--- config.mk ---
export PLATFORM = sky130hd
export DESIGN_NAME = idma_obi_read_outstanding
export DESIGN_NICKNAME = d
export VERILOG_FILES = /design/src/rtl/idma_obi_read_outstanding.sv
export SDC_FILE = /design/constraint.sdc
export NUM_CORES = 1
export LEC_CHECK = 0
export BUFFER_PORTS_ARGS = -buffer_cell sky130_fd_sc_hd__buf_4
export CAP_MARGIN = 20
export CORE_MARGIN = 3
export CORE_UTILIZATION = 50
export CTS_BUF_LIST = sky130_fd_sc_hd__clkbuf_8
export CTS_CLUSTER_DIAMETER = 50
export CTS_CLUSTER_SIZE = 40
export DETAILED_ROUTE_END_ITERATION = 6
export GPL_TIMING_DRIVEN = 0
export PLACE_DENSITY = 0.86
export SYNTH_ARGS = -nofsm -noshare
export SYNTH_HDL_FRONTEND = slang
export SYNTH_SLANG_ARGS = --single-unit
--- constraint.sdc ---
create_clock -name clk_i -period 5.35 [get_ports clk_i]
set_clock_uncertainty 0.05 [all_clocks]
set_input_delay 0.2675 -clock clk_i [delete_from_list [all_inputs] [get_ports clk_i]]
set_output_delay 0.2675 -clock clk_i [all_outputs]
set_load 0.005 [all_outputs]
--- src/rtl/idma_obi_read_outstanding.sv ---
// idma_obi_read_outstanding
//   Multi-outstanding OBI read port for the iDMA transport layer. It issues
//   one word-aligned OBI read per meta beat and keeps up to NumOutstanding
//   reads in flight. Every rvalid is captured into a response FIFO, because
//   OBI cannot stall responses. FIFO head bytes are released to the dataflow
//   buffer under a per-beat offset/tailer mask. One error-accumulated response
//   is returned per transfer.
//
// Ports
//   clk_i, rst_ni                      clock, async active-low reset
//   meta_addr_i/valid_i, meta_ready_o  per-beat read address
//   dp_offset_i/tailer_i/last_i        per-beat byte window and last flag
//   dp_valid_i, dp_ready_o             beat descriptor handshake (ready = beat done)
//   obi_req_o/addr_o/we_o/be_o         OBI request channel
//   obi_gnt_i                          OBI grant
//   obi_rvalid_i/rdata_i/err_i         OBI response channel (no back-pressure)
//   buffer_in_o/valid_o, ready_i       per-byte handshake toward the buffer
//   rsp_err_o/valid_o, rsp_ready_i     per-transfer response
//   busy_o                             reads in flight or response pending
module idma_obi_read_outstanding #(
  parameter int unsigned DataWidth      = 32,
  parameter int unsigned AddrWidth      = 32,
  parameter int unsigned NumOutstanding = 4,
  parameter int unsigned StrbWidth      = DataWidth / 8,
  parameter int unsigned OffsetWidth    = $clog2(StrbWidth)
) (
  input  logic                   clk_i,
  input  logic                   rst_ni,
  input  logic [AddrWidth-1:0]   meta_addr_i,
  input  logic                   meta_valid_i,
  output logic                   meta_ready_o,
  input  logic [OffsetWidth-1:0] dp_offset_i,
  input  logic [OffsetWidth-1:0] dp_tailer_i,
  input  logic                   dp_last_i,
  input  logic                   dp_valid_i,
  output logic                   dp_ready_o,
  output logic                   obi_req_o,
  output logic [AddrWidth-1:0]   obi_addr_o,
  output logic                   obi_we_o,
  output logic [StrbWidth-1:0]   obi_be_o,
  input  logic                   obi_gnt_i,
  input  logic                   obi_rvalid_i,
  input  logic [DataWidth-1:0]   obi_rdata_i,
  input  logic                   obi_err_i,
  output logic [DataWidth-1:0]   buffer_in_o,
  output logic [StrbWidth-1:0]   buffer_in_valid_o,
  input  logic [StrbWidth-1:0]   buffer_in_ready_i,
  output logic                   rsp_err_o,
  output logic                   rsp_valid_o,
  input  logic                   rsp_ready_i,
  output logic                   busy_o
);

  localparam int unsigned CntWidth = $clog2(NumOutstanding + 1);
  localparam int unsigned PtrWidth = (NumOutstanding > 1) ? $clog2(NumOutstanding) : 1;
  localparam logic [CntWidth-1:0]  MaxCnt    = CntWidth'(NumOutstanding);
  localparam logic [PtrWidth-1:0]  LastPtr   = PtrWidth'(NumOutstanding - 1);
  localparam logic [AddrWidth-1:0] AlignMask = ~(AddrWidth'(StrbWidth - 1));

  logic [CntWidth-1:0]  inflight_q, inflight_d;
  logic [CntWidth-1:0]  fifo_cnt_q, fifo_cnt_d;
  logic [PtrWidth-1:0]  wr_ptr_q, wr_ptr_d;
  logic [PtrWidth-1:0]  rd_ptr_q, rd_ptr_d;
  logic [DataWidth-1:0] data_q [NumOutstanding];
  logic [DataWidth-1:0] data_d [NumOutstanding];
  logic [NumOutstanding-1:0] err_q, err_d;
  logic [StrbWidth-1:0] done_q, done_d;
  logic                 sticky_err_q, sticky_err_d;
  logic                 rsp_err_q, rsp_err_d;
  logic                 rsp_valid_q, rsp_valid_d;

  logic [StrbWidth-1:0] mask;
  logic [StrbWidth-1:0] accepted;
  logic                 grant, push, pop;
  logic                 fifo_empty, active, covered, rsp_free;
  logic                 head_err;

  // Request side is purely combinational from meta. Gating with rst_ni keeps
  // the request low while reset is held, even with meta_valid_i asserted.
  assign obi_req_o    = rst_ni && meta_valid_i && (inflight_q < MaxCnt);
  assign grant        = obi_req_o && obi_gnt_i;
  assign meta_ready_o = grant;
  assign obi_addr_o   = meta_addr_i & AlignMask;
  assign obi_we_o     = 1'b0;
  assign obi_be_o     = '1;

  always_comb begin
    mask = '0;
    for (int i = 0; i < int'(StrbWidth); i++) begin
      mask[i] = (i >= int'(dp_offset_i)) && (i < int'(StrbWidth) - int'(dp_tailer_i));
    end
  end

  assign fifo_empty        = (fifo_cnt_q == '0);
  assign head_err          = err_q[rd_ptr_q];
  assign buffer_in_o       = data_q[rd_ptr_q];
  assign active            = !fifo_empty && dp_valid_i;
  assign buffer_in_valid_o = active ? (mask & ~done_q) : '0;
  assign accepted          = buffer_in_valid_o & buffer_in_ready_i;
  // An empty mask is trivially covered, so such a beat retires at once.
  assign covered           = (((done_q | accepted) & mask) == mask);
  // A last beat may only retire when the response register can take it.
  assign rsp_free          = !rsp_valid_q || rsp_ready_i;
  assign pop               = active && covered && (!dp_last_i || rsp_free);
  assign push              = obi_rvalid_i;
  assign dp_ready_o        = pop;

  assign rsp_valid_o = rsp_valid_q;
  assign rsp_err_o   = rsp_err_q;
  assign busy_o      = (inflight_q != '0) || rsp_valid_q;

  always_comb begin
    inflight_d = inflight_q;
    if (grant && !pop) begin
      inflight_d = inflight_q + CntWidth'(1);
    end else if (!grant && pop) begin
      inflight_d = inflight_q - CntWidth'(1);
    end
  end

  always_comb begin
    data_d     = data_q;
    err_d      = err_q;
    wr_ptr_d   = wr_ptr_q;
    rd_ptr_d   = rd_ptr_q;
    fifo_cnt_d = fifo_cnt_q;
    if (push) begin
      data_d[wr_ptr_q] = obi_rdata_i;
      err_d[wr_ptr_q]  = obi_err_i;
      wr_ptr_d         = (wr_ptr_q == LastPtr) ? '0 : wr_ptr_q + PtrWidth'(1);
    end
    if (pop) begin
      rd_ptr_d = (rd_ptr_q == LastPtr) ? '0 : rd_ptr_q + PtrWidth'(1);
    end
    if (push && !pop) begin
      fifo_cnt_d = fifo_cnt_q + CntWidth'(1);
    end else if (!push && pop) begin
      fifo_cnt_d = fifo_cnt_q - CntWidth'(1);
    end
  end

  always_comb begin
    done_d       = done_q | accepted;
    sticky_err_d = sticky_err_q;
    rsp_valid_d  = rsp_valid_q;
    rsp_err_d    = rsp_err_q;
    if (rsp_ready_i) begin
      rsp_valid_d = 1'b0;
    end
    if (pop) begin
      done_d = '0;
      if (dp_last_i) begin
        rsp_valid_d  = 1'b1;
        rsp_err_d    = sticky_err_q | head_err;
        sticky_err_d = 1'b0;
      end else begin
        sticky_err_d = sticky_err_q | head_err;
      end
    end
  end

  always_ff @(posedge clk_i or negedge rst_ni) begin
    if (!rst_ni) begin
      inflight_q   <= '0;
      fifo_cnt_q   <= '0;
      wr_ptr_q     <= '0;
      rd_ptr_q     <= '0;
      data_q       <= '{default: '0};
      err_q        <= '0;
      done_q       <= '0;
      sticky_err_q <= 1'b0;
      rsp_err_q    <= 1'b0;
      rsp_valid_q  <= 1'b0;
    end else begin
      inflight_q   <= inflight_d;
      fifo_cnt_q   <= fifo_cnt_d;
      wr_ptr_q     <= wr_ptr_d;
      rd_ptr_q     <= rd_ptr_d;
      data_q       <= data_d;
      err_q        <= err_d;
      done_q       <= done_d;
      sticky_err_q <= sticky_err_d;
      rsp_err_q    <= rsp_err_d;
      rsp_valid_q  <= rsp_valid_d;
    end
  end

  // A response must belong to a granted read, and the inflight limit means
  // the FIFO can never be full when one arrives.
  rvalid_legal_a : assert property (@(posedge clk_i) disable iff (!rst_ni)
    obi_rvalid_i |-> ((inflight_q != '0) && (fifo_cnt_q != MaxCnt)));

endmodule

# Word-level counts from Yosys, hierarchy flattened
# Index checks and enable logic that the tools add are counted.
# W data, S select, Z words.
[op_classes]
n_addsub = 7
bitwise = 8
n_lt_le_gt_ge = 14
muxes = 23
n_reduce_logical = 29
eq_ne = 3
[ops]
columns = ["op", "count"]
rows = [
  ["$bwmux W128", 1],
  ["$mux W32", 3],
  ["$bmux W32 S2", 1],
  ["$demux W32 S2", 1],
  ["$logic_and A1 B1 Y1", 15],
  ["$and A4 B4 Y4", 3],
  ["$mux W3", 4],
  ["$lt A3 B4 Y1 const A", 2],
  ["$mux W4", 2],
  ["$add A3 B1 Y3 const B", 2],
  ["$ge A3 B3 Y1 const B", 2],
  ["$logic_not A1 Y1", 6],
  ["$lt A2 B3 Y1 const B", 2],
  ["$mux W1", 6],
  ["$not A2 Y3", 2],
  ["$sub A3 B1 Y3 const B", 2],
  ["$add A2 B1 Y2 const B", 2],
  ["$bwmux W4", 1],
  ["$eq A2 B2 Y1 const B", 2],
  ["$eq A4 B4 Y1", 1],
  ["$ge A1 B2 Y1 const A", 2],
  ["$lt A1 B4 Y1 const A", 1],
  ["$lt A2 B4 Y1 const A", 1],
  ["$mux W2", 2],
  ["other kinds (15)", 18],
]
[word_totals]
wordCells = 97
input_bits = 81
reg_bits = 149

# Longest topological paths before layout
# Gate-level depths: netlist (run 1).
[logic_depth]
word_depth = 14
ltp_mapped = 11
depth_no_buf = 10

# Worst setup path after synthesis (run 1)
# Ideal clock, no wire load.
[synth_timing]
path_kind = "register to register"
from = "register fifo_cnt_q[0]"
to = "register fifo_cnt_q[1]"
path_stages_with_launch = 10
setup_time_ps = 125
arrival_ps = 2442
path_slack_ps = 2733
cell_sequence = "dfrtp_1 o31ai_2 or4_1 buf_2 nor3_4 inv_1 ha_1 inv_1 fa_1 mux2_2"
[synth_between]
elab_chain_len = 13
elab_cells_between_ends = 18
cone_classes = "add/sub: 2; eq/ne: 1; mux: 3; bitwise: 3; reduce/logical: 9"
[synth_rtl]
columns = ["element", "line", "source"]
rows = [
  ["start: declaration", "61", "logic [CntWidth-1:0] fifo_cnt_q, fifo_cnt_d;"],
  ["start signal: assignment", "176", "fifo_cnt_q <= fifo_cnt_d;"],
  ["$logic_not A3 Y1 (*)", "94", "assign fifo_empty = (fifo_cnt_q == '0);"],
  ["$logic_not A1 Y1 (*)", "97", "assign active = !fifo_empty && dp_valid_i;"],
  ["$logic_and A1 B1 Y1 (*)", "97", ""],
  ["$mux W4", "98", "assign buffer_in_valid_o = active ? (mask & ~done_q) : '0;"],
  ["$and A4 B4 Y4", "99", "assign accepted = buffer_in_valid_o & buffer_in_ready_i;"],
  ["$or A4 B4 Y4", "101", "assign covered = (((done_q | accepted) & mask) == mask);"],
  ["$and A4 B4 Y4", "101", ""],
  ["$eq A4 B4 Y1", "101", ""],
  ["$logic_and A1 B1 Y1 (*) (2 in a row)", "104", "assign pop = active && covered && (!dp_last_i || rsp_free);"],
  ["named net dp_ready_o", "36", "output logic dp_ready_o,"],
  ["$logic_not A1 Y1 (*)", "135", "if (push && !pop) begin"],
  ["$logic_and A1 B1 Y1 (*)", "135", ""],
  ["$mux W3 (*)", "135", ""],
  ["named net fifo_cnt_d[1]", "61", ""],
]
# Mark *: on every way through the listed nets, which the timed path passes. The rest lies on a longest branch. The select of a mux whose other input is x is not followed.
# A chain may end at the register's enable or synchronous reset.

# Final worst setup path (run 1)
[layout_timing]
from = "input dp_last_i"
to = "register fifo_cnt_q[1]"
[layout_between]
elab_chain_len = 6
elab_cells_between_ends = 8
cone_classes = "mux: 1; reduce/logical: 7"
[layout_rtl]
columns = ["element", "line", "source"]
rows = [
  ["start: declaration", "34", "input logic dp_last_i,"],
  ["$logic_not A1 Y1", "104", ""],
  ["$logic_or A1 B1 Y1", "104", ""],
  ["$logic_and A1 B1 Y1", "104", ""],
  ["$logic_not A1 Y1", "135", ""],
  ["$logic_and A1 B1 Y1", "135", ""],
  ["$mux W3", "135", ""],
  ["named net fifo_cnt_d[1]", "61", ""],
]
# The timed path passes the listed nets, and every way through them passes these cells.

==> results.json, run 1 <==
{
  "layout-drive-gt1-share_pct": 58.6,
  "drt-total-wl_um": 14000,
  "cts_resized": 0,
  "grt_pass1_wl_um": 22100,
  "p_comb_share_pct": 42.9,
  "diodes": 0,
  "synth_top_area_share_pct": 54.3,
  "synth_most_common_cell": "dfrtp_1",
  "crit_path_start_kind": "input port",
  "setup_viol": 0,
  "cts.sinks": 149,
  "synth-compound-area-share_pct": 1.33,
  "drt_iter0_drc": 209,
  "path_max_fanout": 7,
  "io_pins": 160,
  "vias": 4135,
  "top_usage_layer": "met2",
  "ys_ff_latch": 149,
  "grt_overflow": 0,
  "gr-usage-met1_pct": 24.0,
  "syn_inst": 448,
  "antenna_left": 0,
  "die_height_um": 123,
  "grt_start_max_net_pins": 88,
  "cts_max_level": 4,
  "cp_slowest_stage_delay_ps": 540,
  "synth.yosys.seq_area_share_pct": 54.3,
  "ys_top_cells_by_count": "dfrtp_1, mux2_2, buf_4",
  "cap_violations": 0,
  "place.gp.congestion": 0.749,
  "fmax_ghz": 0.342,
  "irDropWorstVdd_v": 0.000253,
  "dieArea_um2": 15200,
  "seq_power_share_pct": 40.7,
  "hpwl_um": 9990,
  "row_count": 42,
  "p_per_area_nw_per_um2": 580,
  "vias_per_cell": 5.29,
  "arrival_ps": 3190,
  "synth_area_leaders": "dfrtp_1, mux2_2, mux4_2, buf_4, ha_1",
  "tns_ps": 0,
  "dpl.cell_count": 750,
  "power_leakage_nw": 3.83,
  "relSlewSlack_pct": 31.6,
  "synth_edf_count": 0,
  "endpoint_kind": "flip-flop",
  "yosys.area_share.simple_pct": 2.61,
  "cts_inserted_buffers": 17,
  "start_util_pct": 51.4,
  "synth_area_leader_cell": "dfrtp_1",
  "synth_fa_ha_area_share_pct": 1.86,
  "met2_usage_pct": 33.1,
  "slowest_stage": "dlygate4sd3_1",
  "synth_ff_type": "dfrtp_1",
  "nFillCells": 1029,
  "area_growth_pct": 22.6,
  "synth_area_per_cell_um2": 15.3,
  "fin_util_pct": 63.1,
  "fin_crit_sh_pct": 54.6,
  "synth_xor_area_share_pct": 0.765,
  "hold_violations": 0,
  "hp-class": "in2reg",
  "met3_usage_pct": 4.94,
  "muxShareOfSynthArea_pct": 33.3,
  "synth_cell_types": 35,
  "portBuffers": 120,
  "critPathKind": "in2reg",
  "synth_area_um2": 6870,
  "pre_cts_ws_ps": 2500,
  "synth_top_family_by_area": "multiplexers",
  "antenna_found_initial": 0,
  "timing.final.ws_setup_ps": 2430,
  "power.internal_mw": 3.44,
  "worst_pin_slew_ps": 1020,
  "firstDrtPassIters": 4,
  "synthArstFlopShare_pct": 100,
  "core_area_um2": 13300,
  "required_ps": 5620,
  "crit_path_frequent_cell": "inv_1",
  "cts_tree": "built",
  "rsz0062_at_grt": "no",
  "grtUsageTotal_pct": 19.3,
  "final_nets": 685,
  "clock_latency_ps": 440,
  "path_cells": "dlygate4sd3_1, buf_4, and3b_1, or4_1, buf_2, nor3_4, inv_1, ha_1, inv_1, fa_1, mux2_2",
  "slew_violations": 0,
  "ys_warn_count": 0,
  "cts_root_buf": "clkbuf_8",
  "fin_cells": 782,
  "post_drt_wl_per_cell_um": 17.9,
  "die-width_um": 123,
  "power_frac_clock_pct": 16.4,
  "grt_pass1_vias": 4388,
  "clk_pin_slew_worst_paths_ps": 70,
  "p_switching_mw": 1.45,
  "clockBufferDepth": 2,
  "status": "finished clean",
  "min_period_ps": 2920,
  "drc": 0,
  "switching_share_pct": 29.6
}
==> through the flow <==
step	power (mW)	cell area, um^2	hold WS [ps]
after floorplan	3.29	6890	-78.1
after global placement	3.99	8010	413
after detailed placement	4.15	8040	245
after CTS	4.96	8420	7.99
after global routing	5.21	8420	4.53
final	4.88	8420	33.7
==> layer usage <==
| layer | share of wire [%] | vias to the layer above |
|---|---|---|
| met5 | 0 | - |
| met4 | 1.4 | 0 |
| met3 | 5.7 | 15 |
| met2 | 53 | 113 |
| met1 | 40 | 2128 |
| li1 | - | 1879 |
==> layout make-up <==
class	instances	area [um^2]	area share, %
multi-input cells	237	2760	32.8
repair buffers	123	952	11.3
clock inverters	11	98.8	1.17
clock buffers	19	262	3.11
inverters	8	30.0	0.357
flip-flops and latches	149	3730	44.3
plain buffers	59	365	4.34
well taps	176	220	2.62
==> cell usage in the layout, fill, tap and decap left out, types with 6 or more instances in the layout <==
cell type	instances
buf_4	156
dfrtp_1	149
mux2_2	134
mux4_2	33
clkbuf_8	19
inv_1	15
nor2_1	12
buf_1	12
ha_1	7
conb_1	7
nand2_1	6
clkbuf_1	6
==> cells by family (layout without fill, tap and decap cells) <==
| family | count (synthesis) | in the layout |
|---|---|---|
| multiplexers | 170 | 170 |
| flip-flops | 149 | 149 |
| buffers and inverters | 67 | 220 |
| AND/OR/NAND/NOR | 32 | 32 |
| AO/OA/AOI/OAI | 13 | 13 |
| adder cells (fa/ha/maj) | 9 | 9 |
| XOR/XNOR | 6 | 6 |
| other | 2 | 7 |
==> worst paths after layout <==
check,from,to,slack [ps],cells after the start
setup / recovery,dp_last_i,fifo_cnt_q[1],2430,11
hold / removal,obi_rdata_i[18],data_q[82],30,2
setup reg to reg,fifo_cnt_q[0],fifo_cnt_q[1],2510,9
hold reg to reg,data_q[88],data_q[88],450,1
max in group asynchronous,rst_ni,data_q[99],4110,3
min in group asynchronous,rst_ni,data_q[121],320,2
==> flip-flops by register name, indices dropped and copies added (netlist names) <==
| name | flops |
|---|---|
| data_q | 128 |
| done_q | 4 |
| err_q | 4 |
| fifo_cnt_q | 3 |
| inflight_q | 3 |
| rd_ptr_q | 2 |
| wr_ptr_q | 2 |
| rsp_err_o | 1 |
| rsp_valid_o | 1 |
| sticky_err_q | 1 |
==> power groups by stage <==
stage / logic, mW / clock network (mW) / registers (mW)
finish: 2.09 / 0.800 / 1.99
CTS: 2.14 / 0.823 / 1.99
global placement: 2.05 / 0 / 1.94
floorplan: 1.38 / 0 / 1.90
global route: 2.28 / 0.876 / 2.06
detailed placement: 2.14 / 0 / 2.01
==> timing repair <==
item | CTS | global route
setup buffers | 0 | 0
hold endpoints to repair | 63 | 0
hold buffers | 2 | 0
==> worst max-delay path: cells and delay by family <==
kind          cells  cell delay (ps)
fa+ha+maj         2              650
buf+inv           5             1060
mux               1              260
simple gates      3              960
Power figures use the tool's default switching activity.
==> run 2: changes to the inputs <==
==> constraint.sdc (replaced) <==
create_clock -name clk_i -period 2.8 [get_ports clk_i]
set_clock_uncertainty 0.05 [all_clocks]
set_input_delay 0.14 -clock clk_i [delete_from_list [all_inputs] [get_ports clk_i]]
set_output_delay 0.14 -clock clk_i [all_outputs]
set_load 0.005 [all_outputs]
==> results.json, run 2 (same netlist as run 1, synthesis figures left out) <==
{
  "vias": 4354,
  "path_cells": "and3b_1, or4_1, buf_2, nor3_4, inv_1, ha_1, inv_1, fa_1, mux2_2",
  "cp_num_buf_inv": 3,
  "critPathTopFamily": "simple AND/OR/NAND/NOR gates",
  "fin_cells": 824,
  "reg.largest.list": "data_q: 128 flops, done_q: 4 flops, err_q: 4 flops",
  "regMostFlops": "data_q",
  "worstReg2RegEnd": "fifo_cnt_q[1]",
  "slew_violations": 0,
  "start_util_pct": 51.4,
  "crit_path_frequent_cell": "inv_1",
  "final_common_cell": "buf_4",
  "cts_max_level": 4,
  "crit_path_start_kind": "flip-flop",
  "arrival_ps": 2910,
  "status": "finished clean",
  "startpoint": "rsp_valid_o",
  "grt_pass1_vias": 4635,
  "multi_input_area_um2": 2780,
  "grt_overflow": 0,
  "r2r_setup_slack_ps": 160,
  "required_ps": 3070,
  "fin_util_pct": 66.3,
  "mostFrequentLayoutCells": "buf_4, dfrtp_1, mux2_2",
  "place.gp.congestion": 0.749,
  "relSlewSlack_pct": 50.9,
  "p_per_area_nw_per_um2": 1070,
  "irDropWorstVdd_v": 0.000493,
  "post_drt_wl_per_cell_um": 18.0,
  "drt-total-wl_um": 14800,
  "endpoint_kind": "flip-flop",
  "fin_crit_sh_pct": 94.3,
  "hpwl_um": 9990,
  "cts_inserted_buffers": 17,
  "critPathKind": "reg2reg",
  "core_area_um2": 13300,
  "row_count": 42,
  "path_max_fanout": 5,
  "clk_pin_slew_worst_paths_ps": 70,
  "portBuffers": 120,
  "grt_start_max_net_pins": 88,
  "area_growth_pct": 28.9,
  "antenna_left": 0,
  "post_dp_cell_area_um2": 8040,
  "diodes": 0,
  "grt_pass1_wl_um": 23200,
  "clockBufferDepth": 2,
  "nFillCells": 968,
  "cts_tree": "built",
  "antenna_found_initial": 0,
  "seqCellArea_um2": 3730,
  "cap_violations": 0,
  "setup_viol": 0,
  "hp-class": "in2reg",
  "io_pins": 160,
  "fmax_ghz": 0.379,
  "rr_worst_depth": 9,
  "cts.sinks": 149,
  "drt_iter0_drc": 224,
  "drc": 0,
  "die-width_um": 123,
  "cts_root_buf": "clkbuf_8",
  "rsz0062_at_grt": "no",
  "layout-drive-gt1-share_pct": 56.0,
  "finalPower_mw": 9.44,
  "cp_slowest_stage_delay_ps": 510,
  "final_nets": 727,
  "r2r-start": "rsp_valid_o",
  "worst_pin_slew_ps": 736,
  "largest_register_ffs": 128,
  "worstHoldStart": "obi_rvalid_i",
  "min_period_ps": 2640,
  "firstDrtPassIters": 6,
  "grtUsageTotal_pct": 20.3,
  "power_leakage_nw": 4.02,
  "endpoint": "fifo_cnt_q[1]",
  "hold_violations": 0,
  "die_height_um": 123,
  "slowest_stage": "or4_1",
  "vias_per_cell": 5.28,
  "clock_latency_ps": 440,
  "dpl.cell_count": 750,
  "finish.instance_area_um2": 8850,
  "path_depth": 9,
  "dieArea_um2": 15200,
  "tns_ps": 0
}
-- run 2: cell count changes in the layout (fill, tap and decap cells not counted), sizes merged --
cell / delta
dlygate4sd3: +38
buf: +4
-- run 2: layout make-up --
type                       instances  share of cell area (%)
buffer                            59                    4.14
multi-input combinational        237                    31.4
inverter                           8                   0.339
clock inverter                    11                    1.12
timing repair buffer             165                    15.4
clock buffer                      19                    2.95
sequential                       149                    42.1
tap                              176                    2.49
-- run 2: tightest hold or removal path, stage by stage --
cell and delay [ps]:
buf_4 100, ha_1 180, xnor2_1 80
-- run 2: through the flow --
| stage | worst slack [ps] | hold WS, ps |
|---|---|---|
| after floorplan | 183 | -206 |
| after global placement | -272 | 285 |
| after detailed placement | -46.0 | 118 |
| after CTS | 5.28 | 4.04 |
| after global routing | 7.73 | 16.5 |
| final | 160 | 44.6 |
-- run 2: metal layers --
layer / GRT usage (%) / vias to the layer above / share of wire (%)
li1: - / 1971 / -
met1: 24.7 / 2234 / 40
met2: 35.2 / 125 / 53
met3: 4.76 / 24 / 4.9
met4: 7.27 / 0 / 1.9
met5: 0 / - / 0
-- run 2: how the worst min path moves through the flow --
stage | endpoint | slack [ps] | cells after the start
3_5_place_dp | data_q[121] | 120 | 1
3_3_place_gp | sticky_err_q | 290 | 2
4_1_cts | done_q[3] | 4 | 4
5_1_grt | done_q[2] | 20 | 4
2_1_floorplan | data_q[0] | -210 | 0
6_report | fifo_cnt_q[0] | 40 | 3
-- run 2: what timing repair did --
item                                    4_1_cts  5_1_grt
hold buffers                                 40        0
resized for setup                             0        6
endpoints found under the setup margin        2       24
endpoints found under the hold margin       200        0
pin swaps                                     1        1
setup buffers                                 1        3
-- run 2: power breakdown --
group | total, mW | switching [mW] | internal [mW]
combinational | 4.10 | 1.52 | 2.58
sequential | 3.80 | 0.561 | 3.24
clock | 1.53 | 0.724 | 0.804
==> run 3: changes to the inputs <==
--- a/config.mk
+++ b/config.mk
@@ -8,13 +8,14 @@
 export BUFFER_PORTS_ARGS = -buffer_cell sky130_fd_sc_hd__buf_4
 export CAP_MARGIN = 20
 export CORE_MARGIN = 3
-export CORE_UTILIZATION = 50
+export CORE_UTILIZATION = 45
 export CTS_BUF_LIST = sky130_fd_sc_hd__clkbuf_8
 export CTS_CLUSTER_DIAMETER = 50
 export CTS_CLUSTER_SIZE = 40
 export DETAILED_ROUTE_END_ITERATION = 6
 export GPL_TIMING_DRIVEN = 0
-export PLACE_DENSITY = 0.86
+export PLACE_DENSITY = 0.74
+export SKIP_CTS_REPAIR_TIMING = 1
 export SYNTH_ARGS = -nofsm -noshare
 export SYNTH_HDL_FRONTEND = slang
 export SYNTH_SLANG_ARGS = --single-unit
==> results.json, run 3 (same netlist as run 1, synthesis figures left out) <==
{
  "p_switching_mw": 2.86,
  "firstDrtPassIters": 4,
  "grt_pass1_wl_um": 22500,
  "required_ps": 3070,
  "mostFrequentLayoutCells": "buf_4, dfrtp_1, mux2_2",
  "final_common_cell": "buf_4",
  "clock_latency_ps": 440,
  "place.gp.congestion": 0.821,
  "layout-drive-gt1-share_pct": 57.1,
  "p_per_area_nw_per_um2": 1070,
  "drt_iter0_drc": 161,
  "grt_pass1_vias": 4472,
  "area_growth_pct": 29.3,
  "dpl.cell_count": 758,
  "worst_pin_slew_ps": 923,
  "power.internal_mw": 6.66,
  "r2r-start": "rsp_valid_o",
  "multi_input_area_um2": 2760,
  "p_comb_share_pct": 43.8,
  "path_max_fanout": 5,
  "r2r_setup_slack_ps": 140,
  "antenna_left": 0,
  "endpoint_kind": "flip-flop",
  "cts_inserted_buffers": 17,
  "cts_root_buf": "clkbuf_8",
  "start_util_pct": 46.5,
  "fin_cells": 835,
  "critPathKind": "reg2reg",
  "io_pins": 160,
  "cts_tree": "built",
  "setup_viol": 0,
  "finalPower_mw": 9.52,
  "reg.largest.list": "data_q: 128 flops, done_q: 4 flops, err_q: 4 flops",
  "finalHoldWorstSlack_ps": 16.1,
  "hp-class": "in2reg",
  "diodes": 0,
  "status": "finished clean",
  "core_area_um2": 14800,
  "finish.instance_area_um2": 8880,
  "cap_violations": 0,
  "switching_share_pct": 30.0,
  "cts.sinks": 149,
  "final_nets": 729,
  "grt_overflow": 0,
  "endpoint": "inflight_q[1]",
  "arrival_ps": 2930,
  "power_leakage_nw": 4.02,
  "post_dp_cell_area_um2": 8050,
  "relSlewSlack_pct": 37.9,
  "path_cells": "and3b_1, or4_1, buf_4, nor3_4, inv_2, ha_1, inv_1, fa_1, mux2_2",
  "dieArea_um2": 16800,
  "hpwl_um": 10100,
  "fin_util_pct": 60.2,
  "drt-total-wl_um": 14800,
  "regMostFlops": "data_q",
  "drc": 0,
  "grt_start_max_net_pins": 110,
  "slowest_stage": "or4_1",
  "hold_violations": 0,
  "seqCellArea_um2": 3730,
  "vias": 4288,
  "rsz0062_at_grt": "no",
  "antenna_found_initial": 0,
  "min_period_ps": 2660,
  "grtUsageTotal_pct": 17.5,
  "post_drt_wl_per_cell_um": 17.7,
  "largest_register_ffs": 128,
  "portBuffers": 120,
  "fmax_ghz": 0.375,
  "clockBufferDepth": 2,
  "slew_violations": 0,
  "nFillCells": 1141,
  "row_count": 44,
  "vias_per_cell": 5.14,
  "cts_max_level": 4,
  "clk_pin_slew_worst_paths_ps": 70,
  "worstReg2RegEnd": "inflight_q[1]",
  "die-width_um": 130,
  "fin_crit_sh_pct": 95.2,
  "irDropWorstVdd_v": 0.000635,
  "startpoint": "rsp_valid_o",
  "seq_power_share_pct": 39.8,
  "die_height_um": 130,
  "rr_worst_depth": 9,
  "crit_path_start_kind": "flip-flop",
  "power_frac_clock_pct": 16.4,
  "cp_slowest_stage_delay_ps": 490
}
[run 3: how the worst min path moves through the flow]
| stage | endpoint | start | slack, ps | cells after the start |
|---|---|---|---|---|
| 6_report | done_q[0] | dp_offset_i[0] | 20 | 4 |
| 5_1_grt | done_q[0] | dp_offset_i[0] | 20 | 4 |
| 4_1_cts | data_q[120] | rst_ni | -460 | 1 |
| 3_5_place_dp | data_q[120] | rst_ni | 40 | 1 |
| 3_3_place_gp | sticky_err_q | dp_last_i | 290 | 2 |
| 2_1_floorplan | data_q[0] | rst_ni | -210 | 0 |
[run 3: area by class of cell]
cell class,count,area share [%]
Sequential cell,149,42.0
Multi-Input combinational cell,237,31.1
Timing Repair Buffer,167,15.5
Buffer,59,4.16
Clock buffer,19,2.95
Tap cell,184,2.59
Clock inverter,12,1.28
Inverter,8,0.338
[run 3: power by group through the flow]
stage,Sequential (mW),Combinational [mW],Clock (mW)
2_1_floorplan,3.64,2.64,0
3_5_place_dp,3.84,4.11,0
6_report,3.79,4.17,1.56
4_1_cts,3.79,4.13,1.62
3_3_place_gp,3.72,3.96,0
5_1_grt,3.91,4.54,1.72
[run 3: metal layers]
layer  track usage (%)  part of all wire [%]  vias up
met2              29.3                    49      147
met4              5.32                   1.2        0
met1              21.8                    42     2159
met3              5.69                   7.0       15
li1                  -                     -     1967
met5                 0                     0        -
[run 3: critical path, delay by kind of cell (launching register included)]
| family | cells | cell delay, ps |
|---|---|---|
| adder cells (fa/ha/maj) | 2 | 610 |
| buffers and inverters | 3 | 310 |
| flip-flops | 1 | 390 |
| multiplexers | 1 | 270 |
| AND/OR/NAND/NOR | 3 | 910 |
[run 3: per-stage QoR]
step,TNS [ps],worst slack (ps)
after floorplan,0,183
after global placement,-642,-318
after detailed placement,-237,-145
after CTS,-282,-163
after global routing,0,9.54
final,0,135
